<file path="src/rtl/sim_intf_pkg.sv">
// Shared types for the ISS co-simulation fetch path: widths, FSM states,
// FIFO entry layout and the sequential next-PC rule.
package sim_intf_pkg;

    localparam int unsigned PC_W   = 64;
    localparam int unsigned INST_W = 32;

    typedef enum logic [1:0] {
        IDLE = 2'd0,
        REQ  = 2'd1,
        CHK  = 2'd2,
        ERR  = 2'd3
    } fetch_state_e;

    typedef struct packed {
        logic [PC_W-1:0]   pc;
        logic [INST_W-1:0] inst;
    } fetch_ent_t;

    // Compressed (16-bit) encodings have inst[1:0] != 2'b11.
    function automatic logic [PC_W-1:0] next_pc(input logic [PC_W-1:0]   pc,
                                                 input logic [INST_W-1:0] inst);
        return pc + ((inst[1:0] == 2'b11) ? PC_W'(4) : PC_W'(2));
    endfunction

endpackage

</file>
<file path="src/rtl/sim_fetch_fifo.sv">
// Synchronous FIFO of confirmed fetch entries with a registered head value.
module sim_fetch_fifo
    import sim_intf_pkg::*;
#(
    parameter int unsigned DEPTH = 4
) (
    input  logic                   clk,
    input  logic                   rst_n,
    input  logic                   clr,
    input  logic                   push,
    input  fetch_ent_t             push_data,
    input  logic                   pop,
    output logic                   full,
    output logic                   empty,
    output logic [$clog2(DEPTH):0] count,
    output fetch_ent_t             head
);

    localparam int unsigned PTR_W = $clog2(DEPTH);
    localparam int unsigned CNT_W = PTR_W + 1;

    fetch_ent_t       mem_q [DEPTH];
    fetch_ent_t       head_q, head_d;
    logic [PTR_W-1:0] wr_q, wr_d, rd_q, rd_d;
    logic [CNT_W-1:0] cnt_q, cnt_d, left_c;
    logic             push_ok_c, pop_ok_c;

    // Pointer/count update and next head value, bypassing the write when the
    // pushed entry becomes the head in the same cycle.
    always_comb begin
        push_ok_c = push && (cnt_q != CNT_W'(DEPTH));
        pop_ok_c  = pop && (cnt_q != '0);
        wr_d      = wr_q + PTR_W'(push_ok_c);
        rd_d      = rd_q + PTR_W'(pop_ok_c);
        cnt_d     = cnt_q + CNT_W'(push_ok_c) - CNT_W'(pop_ok_c);
        left_c    = cnt_q - CNT_W'(pop_ok_c);
        head_d    = head_q;
        if (cnt_d != '0) begin
            head_d = (left_c == '0) ? push_data : mem_q[rd_d];
        end
    end

    always_ff @(posedge clk) begin
        if (!rst_n || clr) begin
            wr_q   <= '0;
            rd_q   <= '0;
            cnt_q  <= '0;
            head_q <= '0;
        end else begin
            wr_q   <= wr_d;
            rd_q   <= rd_d;
            cnt_q  <= cnt_d;
            head_q <= head_d;
        end
    end

    always_ff @(posedge clk) begin
        if (rst_n && !clr && push_ok_c) begin
            mem_q[wr_q] <= push_data;
        end
    end

    assign full  = (cnt_q == CNT_W'(DEPTH));
    assign empty = (cnt_q == '0);
    assign count = cnt_q;
    assign head  = head_q;

endmodule

</file>
<file path="src/rtl/sim_fetch_seq.sv">
// Fetch-PC sequencer in front of sim_intf: one request in flight, redirect on
// miss, buffer confirmed (pc, inst) pairs, count misses and flag runaway.
module sim_fetch_seq
    import sim_intf_pkg::*;
#(
    parameter logic [PC_W-1:0] START_PC   = 64'h0000_0000_0000_1000,
    parameter int unsigned     FIFO_DEPTH = 4,
    parameter int unsigned     MISS_LIMIT = 3
) (
    input  logic              clk,
    input  logic              rst_n,
    input  logic              en,
    input  logic              flush,
    input  logic [PC_W-1:0]   flush_pc,
    output logic [PC_W-1:0]   sim_pc_try,
    input  logic [PC_W-1:0]   sim_pc_factual,
    input  logic [INST_W-1:0] sim_inst,
    input  logic              sim_miss,
    output logic              out_valid,
    input  logic              out_ready,
    output logic [PC_W-1:0]   out_pc,
    output logic [INST_W-1:0] out_inst,
    output logic [31:0]       miss_cnt,
    output logic              err
);

    localparam int unsigned CNT_W = $clog2(FIFO_DEPTH) + 1;

    fetch_state_e     state_q, state_d;
    logic [PC_W-1:0]  pc_q, pc_d, try_q, try_d;
    logic [31:0]      miss_q, miss_d, run_q, run_d;
    logic             err_q, err_d;
    logic             push_c, pop_c;
    logic             fifo_full, fifo_empty;
    logic [CNT_W-1:0] fifo_cnt;
    fetch_ent_t       push_ent, head_ent;

    assign push_ent = '{pc: pc_q, inst: sim_inst};
    assign pop_c    = out_valid && out_ready;

    // Next-state and datapath decisions; flush overrides everything.
    always_comb begin
        state_d = state_q;
        pc_d    = pc_q;
        try_d   = try_q;
        miss_d  = miss_q;
        run_d   = run_q;
        err_d   = err_q;
        push_c  = 1'b0;
        if (flush) begin
            state_d = IDLE;
            pc_d    = flush_pc;
            run_d   = '0;
            err_d   = 1'b0;
        end else begin
            case (state_q)
                IDLE: begin
                    if (en && (fifo_cnt < CNT_W'(FIFO_DEPTH))) begin
                        state_d = REQ;
                        try_d   = pc_q;
                    end
                end
                REQ: state_d = CHK;
                CHK: begin
                    if (!sim_miss) begin
                        push_c  = !fifo_full;
                        pc_d    = next_pc(pc_q, sim_inst);
                        run_d   = '0;
                        state_d = IDLE;
                    end else begin
                        pc_d  = sim_pc_factual;
                        run_d = run_q + 32'd1;
                        if (miss_q != '1) begin
                            miss_d = miss_q + 32'd1;
                        end
                        // Retry keeps the reserved FIFO slot, so it skips IDLE.
                        if (run_q + 32'd1 > 32'(MISS_LIMIT)) begin
                            state_d = ERR;
                            err_d   = 1'b1;
                        end else begin
                            state_d = REQ;
                            try_d   = sim_pc_factual;
                        end
                    end
                end
                ERR:     state_d = ERR;
                default: state_d = IDLE;
            endcase
        end
    end

    always_ff @(posedge clk) begin
        if (!rst_n) begin
            state_q <= IDLE;
            pc_q    <= START_PC;
            try_q   <= START_PC;
            miss_q  <= '0;
            run_q   <= '0;
            err_q   <= 1'b0;
        end else begin
            state_q <= state_d;
            pc_q    <= pc_d;
            try_q   <= try_d;
            miss_q  <= miss_d;
            run_q   <= run_d;
            err_q   <= err_d;
        end
    end

    sim_fetch_fifo #(
        .DEPTH(FIFO_DEPTH)
    ) u_fifo (
        .clk       (clk),
        .rst_n     (rst_n),
        .clr       (flush),
        .push      (push_c),
        .push_data (push_ent),
        .pop       (pop_c),
        .full      (fifo_full),
        .empty     (fifo_empty),
        .count     (fifo_cnt),
        .head      (head_ent)
    );

    assign sim_pc_try = try_q;
    assign out_valid  = !fifo_empty;
    assign out_pc     = head_ent.pc;
    assign out_inst   = head_ent.inst;
    assign miss_cnt   = miss_q;
    assign err        = err_q;

endmodule

</file>
<file path="config.mk">
export PLATFORM = sky130hd
export DESIGN_NAME = sim_fetch_seq
export DESIGN_NICKNAME = d
export VERILOG_FILES = /design/src/rtl/sim_intf_pkg.sv /design/src/rtl/sim_fetch_fifo.sv /design/src/rtl/sim_fetch_seq.sv
export SDC_FILE = /design/constraint.sdc
export NUM_CORES = 1
export LEC_CHECK = 0
export BUFFER_PORTS_ARGS = -buffer_cell sky130_fd_sc_hd__buf_2
export CAP_MARGIN = 20
export CORE_ASPECT_RATIO = 2
export CORE_MARGIN = 2
export CORE_UTILIZATION = 40
export CTS_CLUSTER_DIAMETER = 60
export DETAILED_ROUTE_END_ITERATION = 12
export MAX_ROUTING_LAYER = met4
export PLACE_DENSITY = 0.62
export SYNTH_ARGS = -nofsm -noshare
export SYNTH_HDL_FRONTEND = slang
export SYNTH_SLANG_ARGS = --single-unit
</file>
<file path="constraint.sdc">
create_clock -name clk -period 14.39 [get_ports clk]
set_input_delay 2.1585 -clock clk [delete_from_list [all_inputs] [get_ports clk]]
set_output_delay 2.1585 -clock clk [all_outputs]
set_load 0.02 [all_outputs]
</file>
==> impl_metrics.tcl <==
set metrics [dict create \
    status "finished clean" \
    critPathKind "input pin to flip-flop" \
    syn-num-nets 2691 \
    dr.first_iter.drc_count 1594 \
    synth_cells 2512 \
    fp.dieH_um 391 \
    grt_pass1_vias 21800 \
    rows 141 \
    cp.required_ns 14.94 \
    final.min_clock_period_ns 6.91 \
    start_util 0.405 \
    max_stage_delay_ns 0.81 \
    tns_ns 0 \
    crit_top_cell "buf_4" \
    cts-htree-levels 3 \
    synth-async-reset-ratio 0 \
    area_growth_pct 16.5 \
    syn_area_mm2 0.0299 \
    portBuffers 359 \
    hold_ws_ns 0.472 \
    clock_sinks 682 \
    cts-root-buf "clkbuf_16" \
    critPathMaxFanout 109 \
    dp_hpwl_um 60500 \
    synth_enable_flop_cells 384 \
    cts_resized 0 \
    die_x_um 197 \
    via_per_inst 5.88 \
    ant_nets 0 \
    max_slew.worst_pin.slew_ns 1.12 \
    grtUsageTotal 0.236 \
    rsz0062_at_grt "false" \
    synth-main-ff-cell "edfxtp_1" \
    maxCapViolCount 0 \
    ys_warn_count 0 \
    wl_per_cell_um 23.7 \
    power_mw 4.26 \
    worst_slack_ns 7.48 \
    clock_latency_ns 0.65 \
    nets 2961 \
    skew_ns 0.0289 \
    synth-seq-area-share 0.585 \
    cts_tree "yes" \
    drc 0 \
    post_cts_buffers 0 \
    worst_path_max_delay_cell "buf_4" \
    routed_wl_um 89600 \
    slew-limit-headroom 0.252 \
    fin_crit_sh 0.480 \
    pre_cts_slack_ns 6.87 \
    synth.distinct_cells 79 \
    drt_first_pass_iters 6 \
    die_area_mm2 0.0771 \
    antenna_found_initial 16 \
    setup_viol 0 \
    min_path_type "flip-flop to flip-flop" \
    grt.overflow.total 0 \
    grt_max_degree 110 \
    synth-seq-cells 682 \
    io_pins 360 \
    vdd_drop_max_uv 119 \
    clkTransAtPathRegs_ns 0.07 \
    hold_violations 0 \
    cp_cell_sequence "buf_2 -> buf_4 -> inv_2 -> nand2_2 -> a311oi_1 -> ha_1 -> inv_1 -> fa_1 -> xnor2_1 -> xnor2_1 -> nand3b_1 -> buf_4 -> buf_4 -> nor2_1 -> a211oi_1" \
    crit_path_end_kind "flip-flop" \
    drv_slew 0 \
    cts_buffer_depth 3 \
    cp-start-kind "input pin" \
    drive_gt1_frac 0.231 \
    cp.arrival_ns 7.45 \
    num_vias 22200 \
    power_per_cell_area_mw_per_mm2 122 \
    fmax_ghz 0.145 \
    grt_first_pass_wirelength_um 134000 \
    numCtsBuffers 66 \
    p_leak_nw 12.0 \
    place.gp.congestion 0.930 \
    postCtsHoldBufs 0 \
    core-area_mm2 0.0739 \
    synth_area_per_cell_um2 11.9 \
]
power breakdown:
group          switching, mW  total [mW]  internal, mW
clock network          0.790        1.85          1.06
logic                  0.167       0.260        0.0931
registers             0.0529        2.14          2.09
per-layer routing:
| metal | track usage | vias up | wire length, um |
|---|---|---|---|
| met5 | - | - | 0 |
| met4 | 0.0987 | 0 | 3430 |
| met3 | 0.0485 | 185 | 7360 |
| met2 | 0.375 | 918 | 42800 |
| met1 | 0.293 | 10900 | 35900 |
| li1 | - | 10200 | - |
final timing paths:
check	from	endpoint	slack [ns]	depth (start not counted)
setup / recovery	flush	u_fifo.head[59]	7.48	15
hold / removal	sim_pc_try[10]	sim_pc_try[10]	0.47	2
setup reg to reg	u_fifo.count[2]	u_fifo.head[59]	9.75	14
hold reg to reg	sim_pc_try[10]	sim_pc_try[10]	0.47	2
registers in the layout, indices dropped and copies added, names as in the netlist:
signal	flops
u_fifo.mem_q	384
u_fifo.head	96
pc_q	64
sim_pc_try	64
miss_cnt	32
run_q	32
u_fifo.count	3
state_q	2
u_fifo.rd_q	2
u_fifo.wr_q	2
err	1
critical path: cells and delay by family:
kind                     cells  cell delay [ns]
AO/OA/AOI/OAI                2             0.90
XOR/XNOR                     2             0.30
adder cells (fa/ha/maj)      2             0.62
buffers and inverters        6             2.51
AND/OR/NAND/NOR              3             0.81
cell type report:
class | instances | area [um^2]
fillers | 6641 | 39100
clock inverters | 39 | 520
clock buffers | 81 | 1790
multi-input cells | 1593 | 11600
repair buffers | 397 | 2130
well taps | 929 | 1160
diodes | 16 | 40.0
flip-flops and latches | 682 | 17500
inverters | 42 | 158
cells in the mapped netlist, drive strengths merged (41+ instances only):
cell type / n / share of area
a211oi: 117 / 0.029
dfxtp: 298 / 0.20
edfxtp: 384 / 0.39
nor2: 239 / 0.030
nor3: 48 / 0.0085
o21ai: 159 / 0.027
a21oi: 133 / 0.022
mux4: 96 / 0.072
buf: 51 / 0.0084
clkbuf: 144 / 0.018
nand3: 79 / 0.014
nand2: 176 / 0.022
o311a: 61 / 0.020
inv: 41 / 0.0051
mux2i: 134 / 0.045
logic make-up (layout without fill, tap and decap cells):
| logic type | after synthesis | in the layout | synth area share |
|---|---|---|---|
| compound gates | 592 | 592 | 0.134 |
| other cells | 0 | 16 | 0 |
| flops | 682 | 682 | 0.585 |
| mux | 231 | 231 | 0.118 |
| xor+xnor | 38 | 38 | 0.0114 |
| simple gates | 719 | 719 | 0.114 |
| buf+inv | 237 | 559 | 0.0317 |
| fa+ha+maj | 13 | 13 | 0.00594 |
metrics by stage:
stage               cells  utilization  area [um^2]
floorplan            2512            -        29900
global placement     3641        0.439        32500
detailed placement   3641        0.439        32500
CTS                  3761        0.470        34800
global route         3771        0.471        34800
finish               3779        0.472        34900
cells in the final DEF, fill, tap and decap left out, types with 67 or more instances in the layout:
master	netlist	final
clkbuf_16	0	67
dfxtp_1	298	298
nand3_1	77	77
mux4_2	96	96
a211oi_1	117	117
a21oi_1	133	133
buf_2	14	357
edfxtp_1	384	384
mux2i_1	134	134
nor2_1	238	236
nand2_1	176	174
o21ai_0	159	159
Note: power is estimated with default switching activity, not from simulation.
